### config.mk
export PLATFORM = sky130hd
export DESIGN_NAME = noc_axi_wr_traffic_gen
export DESIGN_NICKNAME = d
export VERILOG_FILES = /design/src/rtl/noc_axi_wr_traffic_gen.sv
export SDC_FILE = /design/constraint.sdc
export NUM_CORES = 1
export LEC_CHECK = 0
export ABC_AREA = 1
export CAP_MARGIN = 0
export CELL_PAD_IN_SITES_DETAIL_PLACEMENT = 2
export CELL_PAD_IN_SITES_GLOBAL_PLACEMENT = 2
export CORE_AREA = 2 2 308 310
export DETAILED_ROUTE_END_ITERATION = 10
export DIE_AREA = 0 0 310 312
export GPL_TIMING_DRIVEN = 0
export PLACE_DENSITY = 0.71
export SYNTH_ARGS = -nofsm -noshare
export SYNTH_HDL_FRONTEND = slang
export SYNTH_SLANG_ARGS = --single-unit
### constraint.sdc
create_clock -name clk_i -period 6.72 [get_ports clk_i]
set_input_delay 2.016 -clock clk_i [delete_from_list [all_inputs] [get_ports clk_i]]
set_output_delay 2.016 -clock clk_i [all_outputs]
set_load 0.03 [all_outputs]
### src/rtl/noc_axi_wr_traffic_gen.sv
// AXI4 write traffic generator: N strided INCR bursts with a bounded outstanding count,
// a deterministic W data pattern, and in-order B response checking with a sticky error.
module noc_axi_wr_traffic_gen #(
    parameter int unsigned AddrWidth      = 40,
    parameter int unsigned DataWidth      = 512,
    parameter int unsigned IdWidth        = 4,
    parameter int unsigned MaxOutstanding = 8,
    parameter int unsigned CntWidth       = 16
) (
    input  logic                   clk_i,
    input  logic                   rst_ni,
    input  logic                   start_i,
    input  logic [CntWidth-1:0]    num_txn_i,
    input  logic [7:0]             burst_len_i,
    input  logic [AddrWidth-1:0]   addr_base_i,
    input  logic [AddrWidth-1:0]   addr_stride_i,
    output logic                   busy_o,
    output logic                   done_o,
    output logic                   err_o,
    output logic [CntWidth-1:0]    txn_sent_o,
    output logic [CntWidth-1:0]    rsp_cnt_o,
    output logic                   awvalid_o,
    input  logic                   awready_i,
    output logic [AddrWidth-1:0]   awaddr_o,
    output logic [IdWidth-1:0]     awid_o,
    output logic [7:0]             awlen_o,
    output logic [2:0]             awsize_o,
    output logic [1:0]             awburst_o,
    output logic                   wvalid_o,
    input  logic                   wready_i,
    output logic [DataWidth-1:0]   wdata_o,
    output logic [DataWidth/8-1:0] wstrb_o,
    output logic                   wlast_o,
    input  logic                   bvalid_i,
    output logic                   bready_o,
    input  logic [IdWidth-1:0]     bid_i,
    input  logic [1:0]             bresp_i
);

    localparam int unsigned NumLanes = DataWidth / 32;
    localparam logic [CntWidth-1:0] MaxOut = CntWidth'(MaxOutstanding);
    localparam logic [CntWidth-1:0] CntOne = CntWidth'(1);
    localparam logic [CntWidth-1:0] CntMax = '1;
    localparam logic [IdWidth-1:0]  IdOne  = IdWidth'(1);
    localparam logic [2:0]          AwSize = 3'($clog2(DataWidth / 8));

    typedef enum logic [1:0] {StIdle, StRun, StDrain, StDone} state_e;

    state_e                 state_q, state_d;
    logic [CntWidth-1:0]    num_txn_q;
    logic [7:0]             burst_len_q;
    logic [AddrWidth-1:0]   stride_q;
    logic [AddrWidth-1:0]   awaddr_q;
    logic [IdWidth-1:0]     awid_q;
    logic [IdWidth-1:0]     bid_exp_q;
    logic [CntWidth-1:0]    aw_cnt_q, rsp_cnt_q, outst_q, pending_q;
    logic [15:0]            w_txn_q;
    logic [7:0]             beat_q;
    logic                   err_q, bready_q;

    logic start_ok, aw_hs, w_hs, wlast_hs, b_hs, b_acc;
    logic [CntWidth-1:0] aw_cnt_inc;

    assign start_ok   = start_i && (state_q == StIdle || state_q == StDone);
    assign awvalid_o  = (state_q == StRun) && (outst_q < MaxOut);
    assign aw_hs      = awvalid_o && awready_i;
    assign wvalid_o   = (pending_q != '0);
    assign wlast_o    = wvalid_o && (beat_q == burst_len_q);
    assign w_hs       = wvalid_o && wready_i;
    assign wlast_hs   = w_hs && wlast_o;
    assign b_hs       = bvalid_i && bready_o;
    // A response with nothing outstanding is flagged but not counted.
    assign b_acc      = b_hs && (outst_q != '0);
    assign aw_cnt_inc = aw_cnt_q + CntOne;

    assign busy_o     = (state_q == StRun) || (state_q == StDrain);
    assign done_o     = (state_q == StDone);
    assign err_o      = err_q;
    assign txn_sent_o = aw_cnt_q;
    assign rsp_cnt_o  = rsp_cnt_q;
    assign awaddr_o   = awaddr_q;
    assign awid_o     = awid_q;
    assign awlen_o    = burst_len_q;
    assign awsize_o   = AwSize;
    assign awburst_o  = 2'b01;
    assign wstrb_o    = '1;
    assign bready_o   = bready_q;

    always_comb begin
        wdata_o = '0;
        for (int k = 0; k < NumLanes; k++) begin
            wdata_o[k*32 +: 32] = {w_txn_q, beat_q, 8'(k)};
        end
    end

    always_comb begin
        state_d = state_q;
        case (state_q)
            StIdle, StDone: begin
                if (start_i) state_d = (num_txn_i == '0) ? StDone : StRun;
            end
            StRun: begin
                if (aw_hs && aw_cnt_inc == num_txn_q) state_d = StDrain;
            end
            StDrain: begin
                if (pending_q == '0 && rsp_cnt_q == num_txn_q) state_d = StDone;
            end
            default: state_d = StIdle;
        endcase
    end

    always_ff @(posedge clk_i or negedge rst_ni) begin
        if (!rst_ni) state_q <= StIdle;
        else         state_q <= state_d;
    end

    always_ff @(posedge clk_i or negedge rst_ni) begin
        if (!rst_ni) begin
            num_txn_q   <= '0;
            burst_len_q <= '0;
            stride_q    <= '0;
            awaddr_q    <= '0;
            awid_q      <= '0;
            bid_exp_q   <= '0;
            aw_cnt_q    <= '0;
            rsp_cnt_q   <= '0;
            outst_q     <= '0;
            pending_q   <= '0;
            w_txn_q     <= '0;
            beat_q      <= '0;
            err_q       <= 1'b0;
            bready_q    <= 1'b0;
        end else begin
            bready_q <= 1'b1;
            if (start_ok) begin
                num_txn_q   <= num_txn_i;
                burst_len_q <= burst_len_i;
                stride_q    <= addr_stride_i;
                awaddr_q    <= addr_base_i;
                awid_q      <= '0;
                bid_exp_q   <= '0;
                aw_cnt_q    <= '0;
                rsp_cnt_q   <= '0;
                outst_q     <= '0;
                pending_q   <= '0;
                w_txn_q     <= '0;
                beat_q      <= '0;
                err_q       <= 1'b0;
            end else begin
                if (aw_hs) begin
                    awaddr_q <= awaddr_q + stride_q;
                    awid_q   <= awid_q + IdOne;
                    if (aw_cnt_q != CntMax) aw_cnt_q <= aw_cnt_inc;
                end
                if (aw_hs && !b_acc)      outst_q <= outst_q + CntOne;
                else if (!aw_hs && b_acc) outst_q <= outst_q - CntOne;
                if (aw_hs && !wlast_hs)      pending_q <= pending_q + CntOne;
                else if (!aw_hs && wlast_hs) pending_q <= pending_q - CntOne;
                if (w_hs) begin
                    if (wlast_o) begin
                        beat_q  <= '0;
                        w_txn_q <= w_txn_q + 16'd1;
                    end else begin
                        beat_q  <= beat_q + 8'd1;
                    end
                end
                if (b_acc) begin
                    bid_exp_q <= bid_exp_q + IdOne;
                    if (rsp_cnt_q != CntMax) rsp_cnt_q <= rsp_cnt_q + CntOne;
                    if (bresp_i != 2'b00 || bid_i != bid_exp_q) err_q <= 1'b1;
                end else if (b_hs) begin
                    err_q <= 1'b1;
                end
            end
        end
    end

endmodule

==> metrics, run 1 <==
Overflow after GRT 0; Reg2Reg Depth 14; yosys warns 0; simple-gate area share of the yosys netlist 0.2312; Clk Latency, worst-skew pair 0.59 ns; Slew Limit Fails 0; PortBufs between 500 and 600; status complete, no violations; maximum VDD drop roughly 0.23 mV; hold endpoint stride_q[25]; number of global-route vias before repair 19640; post-layout power 13.89 mW; antenna violations before repair 10; adder-cell share of the synthesized area 0.05880; sequential-to-total area share from yosys stat 0.2796; Detail Route Antenna Nets 0; Final Cycle Share 0.7842; hold-fix buffer count after cts 0; Synth Register Bits 204; final number of setup-violating endpoints 0; complex-gate fraction of the synthesized area 0.1135; Die Ht 312 um; largest family of logic cells by synthesized area buffers and inverters; Synth area leaders dfrtp_1 (28%), buf_4 (23%), nand2_1 (11%); fin crit period about 5.3 ns; largest net degree at the start of global routing 102; DR pass1 iterations 4; total wire length 86.60 mm; Worst path slowest cell dfrtp_1; worst hold path class flip-flop to flip-flop; Post-Syn Instances 2467; area fraction of the dominant cell type after synthesis 0.2796; ys flop type dfrtp_1; max incr delay on CP 0.85 ns; Final nets 3487; CP top delay family buffers and inverters; Synth-to-Final Area Change 50.70%; Top-Level Pins roughly 790; DRC errors left 0; via density per instance roughly 4.1; Post CTS Setup Buffer Count 0; post-CTS sizing 0; CP Cell Sequence xor2_1 -> nor2_2 -> nand3_1 -> nor3b_2 -> nand2_1 -> inv_1 -> clkdlybuf4s50_1; CTS sink count approximately 200; all-layer global routing usage 0.1732; Yosys cell types 59; CTS root buffer clkbuf_16; worst reg-to-reg setup slack 2.60 ns; H-tree Lvls 1; Slew @ Worst Pin 1.275 ns; element type at the critical path end output pin; Final WS setup between 1 and 1.5 ns; drt wl/cell about 19 um; PwrDens 505.0 mW/mm^2; Clk pin slew, worst setup/hold paths 0.06 ns; TritonCTS clock tree built; Clock Tree Buf Depth 3; critical path class flip-flop to output pin; Reg area roughly 0.005 sq mm; share of cells above drive strength 1 0.2131; worst hold stages 2; dpl hpwl between 70 and 80 mm; Synth Area in XOR/XNOR 0.04036; critical path depth in cells 7; fmax 189.8 MHz; WP data required 4.70 ns; leading area contributor after synthesis dfrtp_1; mux contribution to synthesized area 0.0006167; hold wc startpoint stride_q[25]; Vias between 15000 and 20000; RSZ-0062 raised after global routing false; DRT iter0 DRCs 648; Initial Util 0.1962; GPL Wtd Cong 0.8434; total CTS buffers 29; FILL cells 10950; Buf+Inv Stages, Crit Path 2; Pleak 13.11 nW; Syn Area/Cell around 7.4 sq um; crit path DAT 3.25 ns; first-pass GRT wire length 127.7 mm; Synth Cell Area 0.01826 sq mm; die width 310 um; die area 0.09672 sq mm; Fin. Hold Viols 0; Worst setup SP type flip-flop; async set-or-reset flop fraction in the synthesized netlist 1.000; Core Region 0.09305 sq mm; number of synthesized flops with an enable pin 0; FF-to-FF Start beat_q[1]; reg2reg end pending_q[11]; dpl ws 1.140 ns; row count 112; Multi-input gate area 0.008860 sq mm; relative slew slack 0.1501; CP max FO 20; total of max-cap violations 0; clk_skew 0.01372 ns
cells in the mapped netlist, types with 34 or more instances:
library cell,count
nor3_1,40
o21ai_0,118
nor2_1,170
nand3_1,118
ha_1,81
nand2_1,532
inv_1,154
xnor2_1,34
dfrtp_1,204
buf_4,559
xor2_1,45
a21oi_1,147
flip-flops by register name, summed over array words and instances (netlist names), 16 cells and up:
register	cells
awaddr_o	40
num_txn_q	16
outst_q	16
pending_q	16
rsp_cnt_o	16
stride_q	40
txn_sent_o	16
w_txn_q	16
kinds of logic after synthesis:
| logic type | after synthesis |
|---|---|
| muxes | 1 |
| other | 2 |
| buffers and inverters | 765 |
| DFF | 204 |
| AOI/OAI and AO/OA | 366 |
| xor gates and xnor gates | 81 |
| and+or+nand+nor | 964 |
| adders and majority gates | 84 |
worst register-to-register path: stages, from the launching register on:
cell and delay, ns:
dfrtp_1 0.85, xor2_1 0.17, nor2_2 0.19, nand3_1 0.10, nor3b_2 0.36, nand2_2 0.23
nand2_4 0.29, ha_1 0.35, a21oi_1 0.17, nand2_1 0.10, a21oi_1 0.26, o21ai_0 0.29
a21boi_0 0.37, xor2_1 0.19, o21ai_1 0.08
how the worst max path moves through the flow:
stage,startpoint,endpoint
2_1_floorplan,awready_i,pending_q[11]
3_3_place_gp,rst_ni,w_txn_q[11]
3_5_place_dp,awready_i,outst_q[11]
4_1_cts,beat_q[1],wlast_o
5_1_grt,beat_q[0],wlast_o
6_report,beat_q[1],wlast_o
layout make-up:
cell class / instances / share of cell area
Clock buffer: 35 / 0.02865
Tap cell: 1254 / 0.05702
Sequential cell: 204 / 0.1855
Clock inverter: 18 / 0.006002
Buffer: 602 / 0.1601
Antenna cell: 2 / 0.0001819
Inverter: 163 / 0.02274
Timing Repair Buffer: 593 / 0.2178
Multi-Input combinational cell: 1694 / 0.3220
routing by layer:
metal	GRT usage	wire length, um
met1	0.2055	35480
met2	0.3165	43750
met3	0.04082	5821
met4	0.03162	1519
met5	0	34
placed cells by master (no fill, tap or decap), types with 118 or more instances in the layout:
master and count:
clkdlybuf4s50_1 589, buf_4 559, nand2_1 532, dfrtp_1 204, conb_1 198, nor2_1 170, inv_1 154, a21oi_1 147
nand3_1 118, o21ai_0 118
power by group:
group / total [mW] / internal [mW] / switching, mW
combinational: 9.90 / 3.71 / 6.19
clock: 1.58 / 0.912 / 0.665
sequential: 2.41 / 1.73 / 0.678
total: 13.9 / 6.36 / 7.54
per-stage QoR:
| step | instance area (sq um) | std cells | TNS [ns] | hold slack, ns | utilization |
|---|---|---|---|---|---|
| finish | 27520 | 4565 | 0 | 0.4862 | 0.2957 |
| floorplan | 18990 | 2663 | 0 | 0.4528 | - |
| detailed placement | 26560 | 4510 | 0 | 0.4783 | 0.2854 |
| global route | 27510 | 4564 | 0 | 0.5296 | 0.2957 |
| CTS | 27510 | 4563 | 0 | 0.4933 | 0.2957 |
| global placement | 26470 | 4507 | -1331.46 | 0.4681 | 0.2845 |
Power figures use the tool's default switching activity.
==> inputs of run 2 (changes only) <==
--- a/config.mk
+++ b/config.mk
@@ -9,11 +9,11 @@
 export CAP_MARGIN = 0
 export CELL_PAD_IN_SITES_DETAIL_PLACEMENT = 2
 export CELL_PAD_IN_SITES_GLOBAL_PLACEMENT = 2
-export CORE_AREA = 2 2 308 310
+export CORE_AREA = 2 2 307 309
 export DETAILED_ROUTE_END_ITERATION = 10
-export DIE_AREA = 0 0 310 312
+export DIE_AREA = 0 0 309 311
 export GPL_TIMING_DRIVEN = 0
-export PLACE_DENSITY = 0.71
+export PLACE_DENSITY = 0.74
 export SYNTH_ARGS = -nofsm -noshare
 export SYNTH_HDL_FRONTEND = slang
 export SYNTH_SLANG_ARGS = --single-unit
==> constraint.sdc (replaced) <==
create_clock -name clk_i -period 4.72 [get_ports clk_i]
set_input_delay 1.416 -clock clk_i [delete_from_list [all_inputs] [get_ports clk_i]]
set_output_delay 1.416 -clock clk_i [all_outputs]
set_load 0.03 [all_outputs]
==> run 2 against run 1 <==
Clock-buffer cell count is 5 higher. Clock power is 53% higher. Final area is 0.20% higher. Register-to-register slack lost 1.8 ns. Worst hold slack got worse by 0.0024 ns. Critical path depth unchanged. Critical endpoint unchanged. Largest cell class unchanged. Largest power group unchanged.
==> metrics, run 2 (same netlist as run 1, synthesis figures left out) <==
crit path DAT 3.02 ns (was 3.25 ns); top layer reached by signal wires met5 (unchanged); die width 309 um (was 310 um); status complete, no violations (unchanged); via density per instance 4.115 (was 4.075); DRT iter0 DRCs 564 (was 648); FF-to-FF Start outst_q[12] (was beat_q[1]); post-layout power 19.97 mW (was 13.89 mW); Slew @ Worst Pin 1.341 ns (was 1.275 ns); Clock Tree Buf Depth 3 (unchanged); final number of setup-violating endpoints 0 (unchanged); all-layer global routing usage 0.1751 (was 0.1732); drt wl/cell 19.14 um (was 18.97 um); switching share of power 0.5393 (was 0.5423); CP max FO 19 (was 20); Initial Util 0.1968 (was 0.1962); PwrDens 724.4 mW/mm^2 (was 505.0 mW/mm^2); most frequent cells in the layout clkdlybuf4s50_1 (589), buf_4 (559), nand2_1 (532), dfrtp_1 (203), conb_1 (198) (was clkdlybuf4s50_1 (589), buf_4 (559), nand2_1 (532), dfrtp_1 (204), conb_1 (198)); FILL cells 10920 (was 10950); Final WS setup 0.2836 ns (was 1.450 ns); Slew Limit Fails 0 (unchanged); metal2 WL 44.88 mm (was 43.75 mm); Multi-input gate area 0.008860 sq mm (unchanged); row count 112 (unchanged); WP data required 3.30 ns (was 4.70 ns); Final TNS setup 0 ns (unchanged); CTS root buffer clkbuf_16 (unchanged); fmax 225.4 MHz; part of the power in combinational logic 0.707 (was 0.713); Final nets 3486 (was 3487); dpl hpwl 72.02 mm (was 71.59 mm); number of global-route vias before repair 20140 (was 19640); Final Cycle Share 0.9399; fin crit period 4.436 ns; worst hold path class flip-flop to flip-flop (unchanged); Seq pwr share 0.173 (was 0.174); H-tree Lvls 1 (unchanged); Clk Latency, worst-skew pair 0.59 ns (about the same); GPL Wtd Cong 0.8421 (was 0.8434); element type at the critical path end output pin (unchanged); Reg area 0.005106 sq mm (was 0.005105 sq mm); wl on met1 34.85 mm (was 35.48 mm); TritonCTS clock tree built (unchanged); Clk pin slew, worst setup/hold paths 0.06 ns (about the same); share of cells above drive strength 1 0.2128 (was 0.2131); Pleak 13.13 nW (was 13.11 nW); CTS sink count 204 (unchanged); clk_skew 0.01038 ns (was 0.01372 ns); Synth-to-Final Area Change 51.00% (was 50.70%); first-pass GRT wire length 129.4 mm (was 127.7 mm); RSZ-0062 raised after global routing false (unchanged); antenna violations before repair 9 (was 10); Vias 18780 (was 18600); Non-Filler Instances 4564 (was 4565); crit path launch beat_q[6] (was beat_q[1]); DR pass1 iterations 4 (unchanged); DRC errors left 0 (unchanged); Fin. Hold Viols 0 (unchanged); hold-fix buffer count after cts 0 (unchanged); P_sw 10.77 mW (was 7.535 mW); total of max-cap violations 0 (unchanged); maximum VDD drop 0.3347 mV (was 0.2263 mV); Int Pwr 9.201 mW (was 6.359 mW); commonest non-fill, non-tap cell in the layout clkdlybuf4s50_1 (unchanged); die area 0.09610 sq mm (was 0.09672 sq mm); Overflow after GRT 0 (unchanged); Die Ht 311 um (was 312 um); Worst setup SP type flip-flop (unchanged); total wire length 87.34 mm (was 86.60 mm); met3 routed WL 6.118 mm (was 5.821 mm); PortBufs 590 (unchanged); clock network power share 0.121 (was 0.114); relative slew slack 0.1063 (was 0.1501); total CTS buffers 29 (unchanged); dpl ws -0.2351 ns (was 1.140 ns); Core Region 0.09277 sq mm (was 0.09305 sq mm); hold wc startpoint stride_q[28] (was stride_q[25]); # placed instances 4509 (was 4510); Post CTS Setup Buffer Count 0 (unchanged); Detail Route Antenna Nets 0 (unchanged); Top-Level Pins 788 (unchanged); critical path class flip-flop to output pin (unchanged); largest net degree at the start of global routing 82 (was 102)
run 2: what timing repair did:
item / 4_1_cts / 5_1_grt
gates resized for setup: 0 / 1
endpoints found under the setup margin: 0 / 1
endpoints found under the hold margin: 0 / 0
run 2: path summary, 6_finish.rpt:
path,to,slack (ns),cells after the start
min in group asynchronous,w_txn_q[3],0.74,1
max in group asynchronous,awaddr_o[36],2.77,3
hold / removal,stride_q[28],0.48,2
setup reg to reg,outst_q[15],0.79,16
hold reg to reg,stride_q[28],0.48,2
setup / recovery,wlast_o,0.28,7
run 2: critical path, stage by stage, from the launching register on:
cell and delay [ns]:
dfrtp_1 0.78, inv_2 0.15, nand2_2 0.10, nand4_2 0.15, nor3b_2 0.33, nand2_1 0.13
inv_1 0.07, clkdlybuf4s50_1 0.72
run 2: area by class of cell:
cell class	count	share of cell area
clock buffer	40	0.03072
inverter	163	0.02269
multi-input combinational	1694	0.3213
timing repair buffer	592	0.2164
antenna	2	0.0001815
buffer	602	0.1597
sequential	204	0.1852
tap	1254	0.05691
clock inverter	13	0.006852
run 2: metrics by stage:
step	cell area, sq um	utilization	hold WS (ns)
finish	27570	0.2972	0.4838
global route	27570	0.2972	0.5264
CTS	27570	0.2971	0.4898
detailed placement	26530	0.2860	0.4750
global placement	26470	0.2853	0.4763
floorplan	18990	-	0.4528
run 2: per-layer routing:
metal	track usage	up-vias
met2	0.3270	495
met4	0.02935	12
li1	-	8907
met5	0	-
met1	0.2012	9288
met3	0.04352	78
run 2: power groups by stage:
stage	combinational [mW]	sequential (mW)	clock, mW
detailed placement	14.3	3.50	0
CTS	14.4	3.49	2.50
global route	15.5	3.60	2.55
finish	14.1	3.45	2.41
floorplan	8.53	3.77	0
global placement	14.0	3.47	0
==> inputs of run 3 (changes only) <==
--- a/config.mk
+++ b/config.mk
@@ -9,11 +9,13 @@
 export CAP_MARGIN = 0
 export CELL_PAD_IN_SITES_DETAIL_PLACEMENT = 2
 export CELL_PAD_IN_SITES_GLOBAL_PLACEMENT = 2
-export CORE_AREA = 2 2 307 309
+export CORE_AREA = 2 2 311 313
+export CTS_CLUSTER_DIAMETER = 40
 export DETAILED_ROUTE_END_ITERATION = 10
-export DIE_AREA = 0 0 309 311
+export DIE_AREA = 0 0 313 315
+export DONT_BUFFER_PORTS = 1
 export GPL_TIMING_DRIVEN = 0
-export PLACE_DENSITY = 0.74
+export PLACE_DENSITY = 0.51
 export SYNTH_ARGS = -nofsm -noshare
 export SYNTH_HDL_FRONTEND = slang
 export SYNTH_SLANG_ARGS = --single-unit
==> run 3 against run 2 <==
Via count down 12%. Final area down 17%. Power up 1.4%. Die area up 2.6%. Clock power up 91%. Critical path depth up 7. Worst hold slack worse by 0.0035 ns. Combinational power down 19%. Setup slack better by 0.14 ns. Clock skew up 0.028 ns.
==> metrics, run 3 (same netlist as run 1, synthesis figures left out) <==
status complete, no violations (unchanged); crit path launch beat_q[1] (was beat_q[6]); first-pass GRT wire length 120.7 mm (was 129.4 mm); worst reg-to-reg setup slack 0.42 ns (was 0.79 ns); Top-Level Pins 788 (unchanged); WP data required 5.22 ns (was 3.30 ns); total wire length 82.90 mm (was 87.34 mm); die area 0.09860 sq mm (was 0.09610 sq mm); final number of setup-violating endpoints 0 (unchanged); Final nets 2925 (was 3486); Final TNS setup 0 ns (unchanged); Vias 16600 (was 18780); dpl hpwl 66.28 mm (was 72.02 mm); Slew Limit Fails 0 (unchanged); via density per instance 4.090 (was 4.115); Core Region 0.09571 sq mm (was 0.09277 sq mm); Overflow after GRT 0 (unchanged); Pleak 11.59 nW (was 13.13 nW); Detail Route Antenna Nets 0 (unchanged); FF-to-FF Start beat_q[1] (was outst_q[12]); antenna violations before repair 12 (was 9); commonest non-fill, non-tap cell in the layout buf_4 (was clkdlybuf4s50_1); CTS root buffer clkbuf_16 (unchanged); most frequent cells in the layout buf_4 (559), nand2_1 (532), dfrtp_1 (203), conb_1 (198), nor2_1 (170) (was clkdlybuf4s50_1 (589), buf_4 (559), nand2_1 (532), dfrtp_1 (203), conb_1 (198)); Synth-to-Final Area Change 25.32% (was 51.00%); maximum VDD drop 0.5400 mV (was 0.3347 mV); total CTS buffers 60 (was 29); CTS sink count 204 (unchanged); Multi-input gate area 0.008860 sq mm (unchanged); Worst path slowest cell dfrtp_1 (unchanged); Final Cycle Share 0.9101 (was 0.9399); largest net degree at the start of global routing 205 (was 82); max incr delay on CP 1.01 ns (was 0.78 ns); crit path DAT 4.79 ns (was 3.02 ns); Clk pin slew, worst setup/hold paths 0.05 ns (was 0.06 ns); fmax 232.8 MHz (was 225.4 MHz); element type at the critical path end flip-flop (was output pin); fin crit period 4.296 ns (was 4.436 ns); Fin. Hold Viols 0 (unchanged); Slew @ Worst Pin 1.225 ns (was 1.341 ns); critical path class flip-flop to flip-flop (was flip-flop to output pin); share of cells above drive strength 1 0.2740 (was 0.2128); Die Ht 315 um (was 311 um); CP max FO 20 (was 19); all-layer global routing usage 0.1622 (was 0.1751); DR pass1 iterations 4 (unchanged); GPL Wtd Cong 0.7896 (was 0.8421); number of global-route vias before repair 17790 (was 20140); H-tree Lvls 2 (was 1); PortBufs 0 (was 590); die width 313 um (was 309 um); Reg area 0.005106 sq mm (unchanged); Clock Tree Buf Depth 3 (unchanged); reg2reg end pending_q[11] (was outst_q[15]); CP Cell Sequence xor2_1 -> nor2_2 -> nand3_1 -> nor3b_2 -> nand2_2 -> nand2_4 -> ha_1 -> a21oi_1 -> nand2_1 -> a21oi_1 -> o21ai_0 -> a21boi_0 -> xor2_1 -> o21ai_1 (was inv_2 -> nand2_2 -> nand4_2 -> nor3b_2 -> nand2_1 -> inv_1 -> clkdlybuf4s50_1); DRT iter0 DRCs 435 (was 564); Worst setup SP type flip-flop (unchanged); clk_skew 0.03810 ns (was 0.01038 ns); hold-fix buffer count after cts 0 (unchanged); Min Hold Slack 0.4804 ns (was 0.4838 ns); Initial Util 0.1908 (was 0.1968); total of max-cap violations 0 (unchanged); drt wl/cell 20.43 um (was 19.14 um); TritonCTS clock tree built (unchanged); Clk Latency, worst-skew pair 0.65 ns (was 0.59 ns); worst hold path class primary input to async pin (was flip-flop to flip-flop); row count 114 (was 112); PwrDens 885.4 mW/mm^2 (was 724.4 mW/mm^2); FILL cells 11190 (was 10920); Reg2Reg Depth 14 (was 16); critical path endpoint pending_q[11] (was wlast_o); RSZ-0062 raised after global routing false (unchanged); relative slew slack 0.1835 (was 0.1063); DRC errors left 0 (unchanged)
## run 3: critical path, delay by kind of cell, from the launching register on
kind                     cells  cell delay [ns]
AND/OR/NAND/NOR              6             1.25
AO/OA/AOI/OAI                5             1.19
flip-flops                   1             1.01
XOR/XNOR                     2             0.35
adder cells (fa/ha/maj)      1             0.34
## run 3: layout make-up
type | count | share of cell area
multi-input combinational | 1694 | 0.3872
sequential | 204 | 0.2232
buffer | 602 | 0.1926
clock buffer | 76 | 0.07311
tap | 1276 | 0.06977
inverter | 163 | 0.02734
clock inverter | 38 | 0.02641
antenna | 4 | 0.0004374
## run 3: metrics by stage
step           setup slack (ns)    util  cells  power, mW  area (sq um)
5_1_grt                 0.03698  0.2390   4053      22.02         22870
3_3_place_gp             0.4169  0.2151   3939      15.71         20590
2_1_floorplan             1.315       -   2663      12.30         18990
4_1_cts                  0.2942  0.2390   4053      20.70         22870
6_report                 0.4243  0.2391   4057      20.26         22880
3_5_place_dp             0.3035  0.2152   3939      15.93         20590
## run 3: power by group
group | switching (mW) | leakage [nW] | internal (mW) | total (mW)
Combinational | 7.70 | 7.87 | 3.66 | 11.4
Sequential | 1.85 | 2.62 | 2.45 | 4.30
Clock | 1.40 | 1.10 | 3.20 | 4.60
## run 3: how the worst min path moves through the flow
stage / from / end
3_5_place_dp: stride_q[0] / stride_q[0]
6_report: rst_ni / stride_q[24]
2_1_floorplan: stride_q[0] / stride_q[0]
5_1_grt: rst_ni / stride_q[24]
3_3_place_gp: stride_q[0] / stride_q[0]
4_1_cts: rst_ni / stride_q[24]
## run 3: layer usage
metal / global-route usage / up-vias / wire length (um)
met1: 0.1959 / 8119 / 34930
met3: 0.05368 / 119 / 6485
met4: 0.03969 / 12 / 1743
met2: 0.2769 / 519 / 39660
met5: 0 / - / 82
li1: - / 7826 / -
## run 3: repair_timing
action	4_1_cts	5_1_grt
resized for setup	0	1
endpoints found under the setup margin	0	3
setup buffers	0	0
==> patch 1: new RTL, flow settings as in run 3 <==
Change the parameter `CntWidth` from 16 to 32.
--- a/src/rtl/noc_axi_wr_traffic_gen.sv
+++ b/src/rtl/noc_axi_wr_traffic_gen.sv
@@ -5,7 +5,7 @@
     parameter int unsigned DataWidth      = 512,
     parameter int unsigned IdWidth        = 4,
     parameter int unsigned MaxOutstanding = 8,
-    parameter int unsigned CntWidth       = 16
+    parameter int unsigned CntWidth       = 32
 ) (
     input  logic                   clk_i,
     input  logic                   rst_ni,
Ports: changed (resized num_txn_i, rsp_cnt_o and txn_sent_o); port bits go from 788 to 836. The function was not compared with the original's and may differ.
==> patch 1 against run 3 <==
Area after synthesis is 35% higher. Sequential cell count is 80 higher. Final area is 31% higher. Power is 32% higher. Setup slack worse by 170 ps. Global-route usage is 7.7 points higher. Fmax is 3.8% lower. Wire length is 47% higher. Critical path type is now register to output port. Critical endpoint is now wlast_o. Largest cell class unchanged.
==> patch 1: results (changes against run 3) <==
- Grt met2 use: 40.6% (was 27.7%)
- Fillers: 11.3k (was 11.2k)
- Comb_multi_in: 2489 (was 1694)
- Met2 WL: 58.5 mm (was 39.7 mm)
- Top cells by area, synth: dfrtp_1 29%, buf_4 17%, nand2_1 14% (was dfrtp_1 28%, buf_4 23%, nand2_1 11%)
- Fin crit share: 94.6% (was 91.0%)
- CTS Sinks: 284 (was 204)
- Slew Limit Headroom: 8.89% (was 18.4%)
- Total GRT Usage: 24.0% (was 16.2%)
- VDD IR max: 0.000369 V (was 0.000540 V)
- Critical path peak fanout: 4 (was 20)
- Netlist cell types: 53 (was 59)
- Setup crit end: wlast_o (was pending_q[11]$_DFFE_PN0P_)
- Initial antenna violation count: 8 (was 12)
- Setup bufs post-CTS: 1 (was 0)
- Flip-flop and latch area: 7110 um2 (was 5110 um2)
- H-tree depth: 3 (was 2)
- Count of non-CTS buffers in the layout: 620 (was 602)
- GRT met1 Usage: 29.9% (was 19.6%)
- Critical Path Source: pending_q[17]$_DFFE_PN0P_ (was beat_q[1]$_DFFE_PN0P_)
- Skew final: 26.9 ps (was 38.1 ps)
- Arr. time, crit path: 3050 ps (was 4790 ps)
- Syn avg cell area: 7.07 um2 (was 7.40 um2)
- Avg WL per Cell: 23.8 um (was 20.4 um)
- Final Instance Count excl. Fillers: 5122 (was 4057)
- Vias in the first global route: 26.1k (was 17.8k)
- Met1 wire length: 52.1 mm (was 34.9 mm)
- DRT iter0 DRCs: 1019 (was 435)
- First-pass GRT wire length: 178 mm (was 121 mm)
- Crit path largest cell delay: 520 ps (was 1010 ps)
- Dpl ws: -814 ps (was 304 ps)
- Non-clock buffer share: 14.9% (was 19.3%)
- Worst hold slack: 483 ps (was 480 ps)
- Inverters, non-clock: 291 (was 163)
- Synth cell count leaders: 909 x nand2_1, 559 x buf_4, 315 x nor2_1 (was 559 x buf_4, 532 x nand2_1, 204 x dfrtp_1)
- Share of layout cells above drive strength 1: 19.7% (was 27.4%)
- # clk buffers: 128 (was 76)
- Status: finished, final reports clean (unchanged)
- DP Area: 27000 um2 (was 20600 um2)
- Final nets: 4034 (was 2925)
- Pre-Repair DR Iteration Count: 7 (was 4)
- Area of the multi-input gates: 12700 um2 (was 8860 um2)
- Num CTS Buffers: 90 (was 60)
- ClkCell Share: 9.93% (was 9.95%)
- Static leakage: 15.3 nW (was 11.6 nW)
- Sequential area share after synthesis: 28.9% (was 28.0%)
- Reg2reg path depth: 19 (was 14)
- Power per cell area: 888 nW/um2 (was 885 nW/um2)
- Post_cts resized: 4 (was 0)
- Gp weighted congestion: 0.879 (was 0.790)
- Routed Antenna Nets: 0 (unchanged)
- HPWL after DPL: 98.4 mm (was 66.3 mm)
- ANT cells: 5 (was 4)
- Met3 Use GR: 5.95% (was 5.37%)
- Vias: 24.1k (was 16.6k)
- Uppermost routed layer: met5 (unchanged)
- Placed insts: 4958 (was 3939)
- Pin count of the biggest net entering global routing: 285 (was 205)
- Slowest-stage cell, CP: nor4_1 (was dfrtp_1)
patch 1: cell count changes after synthesis, sizes merged, moves of 29 or more:
| cell | change |
|---|---|
| ha | +42 |
| nor2 | +133 |
| dfrtp | +80 |
| o21ai | +71 |
| nand2 | +357 |
| xnor2 | +29 |
| inv | +128 |
patch 1: power breakdown:
part	leakage (nW)	switching [mW]	total, mW	internal (mW)
combinational	10.1	10.5	15.2	4.70
sequential	3.70	2.18	5.54	3.36
clock	1.47	1.86	5.93	4.07
patch 1: kinds of logic (layout without fill, tap and decap cells):
kind of cell	Yosys count	count (layout)	share of synthesized area, %
xor+xnor	119	119	4.34
compound gates	532	532	12.4
flops	284	284	28.9
fa+ha+maj	126	126	6.49
simple gates	1514	1514	25.4
buf+inv	908	1068	22.5
other cells	2	203	0.0305
patch 1: worst max-delay path, delay by kind of cell (launching register included):
kind	cells	cell delay [ps]
flops	1	410
simple gates	4	1370
buf+inv	2	620
==> patch 2: new RTL, settings of run 3 <==
Made on the original files. The 4 states of `state_e` get a one-hot encoding in 4 bits.
--- a/src/rtl/noc_axi_wr_traffic_gen.sv
+++ b/src/rtl/noc_axi_wr_traffic_gen.sv
@@ -44,7 +44,7 @@
     localparam logic [IdWidth-1:0]  IdOne  = IdWidth'(1);
     localparam logic [2:0]          AwSize = 3'($clog2(DataWidth / 8));
 
-    typedef enum logic [1:0] {StIdle, StRun, StDrain, StDone} state_e;
+    typedef enum logic [3:0] {StIdle = 4'b0001, StRun = 4'b0010, StDrain = 4'b0100, StDone = 4'b1000} state_e;
 
     state_e                 state_q, state_d;
     logic [CntWidth-1:0]    num_txn_q;
Check against the original RTL: no difference found for any inputs over 4 cycles, from zero or initial values and one cycle with rst_ni low; so few cycles prove little.
==> patch 2 against run 3 <==
Power fell by 14%. Final area up 0.31%. Utilization increased by 0.073 points. Wire length shrank 0.23%. Count of clock-buffer cells in the layout is 13 higher. Area after synthesis shrank 0.21%. Sequential cell count increased by 2. Setup slack better by 38 ps. Synthesized cell count up 1.9%. Critical endpoint is now wlast_o. Highest routed layer unchanged.
==> patch 2: results (changes against run 3) <==
- Dpl ws: -471 ps (was 304 ps)
- HPWL after DPL: 66.8 mm (was 66.3 mm)
- Critical Path Source: beat_q[6]$_DFFE_PN0P_ (was beat_q[1]$_DFFE_PN0P_)
- Critical path peak fanout: 21 (was 20)
- Initial antenna violation count: 7 (was 12)
- DP Area: 20600 um2 (about the same)
- VDD IR max: 0.000238 V (was 0.000540 V)
- Final worst slack: 463 ps (was 424 ps)
- Final nets: 2975 (was 2925)
- R2r startpoint: outst_q[7]$_DFFE_PN0P_ (was beat_q[1]$_DFFE_PN0P_)
- Asr flop ratio synth: 100% (unchanged)
- Sequential area share after synthesis: 28.3% (was 28.0%)
- Share of layout cells above drive strength 1: 27.1% (was 27.4%)
- Status: finished, final reports clean (unchanged)
- First-pass GRT wire length: 121 mm (about the same)
- Top cells by area, synth: dfrtp_1 28%, buf_4 23%, nand2_1 13% (was dfrtp_1 28%, buf_4 23%, nand2_1 11%)
- Synth cell count leaders: 611 x nand2_1, 563 x buf_4, 205 x dfrtp_1 (was 559 x buf_4, 532 x nand2_1, 204 x dfrtp_1)
- Vias in the first global route: 18.3k (was 17.8k)
- DR vias/cell: 4.08 (was 4.09)
- Gp weighted congestion: 0.804 (was 0.790)
- R2R Setup Slk: 480 ps (was 420 ps)
- Reg2reg path depth: 20 (was 14)
- Netlist cell types: 62 (was 59)
- H-tree depth: 3 (was 2)
- Ys Warns: 0 (unchanged)
- Num CTS Buffers: 66 (was 60)
- Pin count of the biggest net entering global routing: 207 (was 205)
- Slew Limit Headroom: 20.4% (was 18.4%)
- Routed wire length: 82.7 mm (was 82.9 mm)
- Reg2reg end: pending_q[15]$_DFFE_PN0P_ (was pending_q[11]$_DFFE_PN0P_)
- Total GRT Usage: 16.2% (about the same)
- Hold crit path type: register to register (was primary input to async pin)
- DRT iter0 DRCs: 485 (was 435)
- Static leakage: 11.8 nW (was 11.6 nW)
- Skew final: 43.7 ps (was 38.1 ps)
## patch 2: where the power goes
group / switching [mW] / internal, mW
combinational: 6.13 / 2.85
clock: 1.46 / 3.23
sequential: 1.31 / 2.38
total: 8.91 / 8.46
## patch 2: metal layers
metal,track usage [%],vias up,routed length (um)
li1,-,7910,-
met1,18.1,8199,31600
met2,29.2,547,41900
met3,5.36,104,7340
met4,4.77,4,1900
met5,0,-,27
## patch 2: how the worst max path moves through the flow
| stage | end | depth (start not counted) |
|---|---|---|
| after detailed placement | pending_q[15]$_DFFE_PN0P_ | 16 |
| after CTS | wlast_o | 5 |
| after global routing | pending_q[15]$_DFFE_PN0P_ | 20 |
| after floorplan | pending_q[15]$_DFFE_PN0P_ | 15 |
| final | wlast_o | 5 |
| after global placement | pending_q[15]$_DFFE_PN0P_ | 16 |
## patch 2: cell families after synthesis
group                      synth area share (%)
buffers and inverters                      28.4
adders and majority gates                  5.62
and+or+nand+nor                            23.9
xor gates and xnor gates                   2.79
AOI/OAI and AO/OA                          10.9
DFF                                        28.3
other                                    0.0412
## patch 2: stage by stage
stage	total power [mW]	cells	utilization (%)	hold slack (ps)
finish	17.4	4107	24.0	482
CTS	17.7	4104	24.0	467
floorplan	9.94	2711	-	446
global route	18.9	4106	24.0	470
detailed placement	12.9	3987	21.5	472
global placement	12.7	3987	21.5	463
## patch 2: worst max-delay path, cell delays in order (launching register included)
cell	delay (ps)
dfrtp_2	820
xnor2_1	190
nand2_1	140
nor4_2	480
nand2_1	190
inv_1	420
## patch 2: cell type report
| cell class | count | area [um2] |
|---|---|---|
| fillers | 11300 | 72800 |
| multi-input cells | 1706 | 8630 |
| flip-flops and latches | 206 | 5170 |
| plain buffers | 599 | 4430 |
| clock buffers | 89 | 1870 |
| well taps | 1276 | 1600 |
| inverters | 200 | 757 |
| clock inverters | 28 | 505 |
| diodes | 3 | 7.51 |
## patch 2: repair_timing
item,4_1_cts,5_1_grt
endpoints found under the setup margin,10,2
gates resized for setup,9,2
hold buffers,0,0
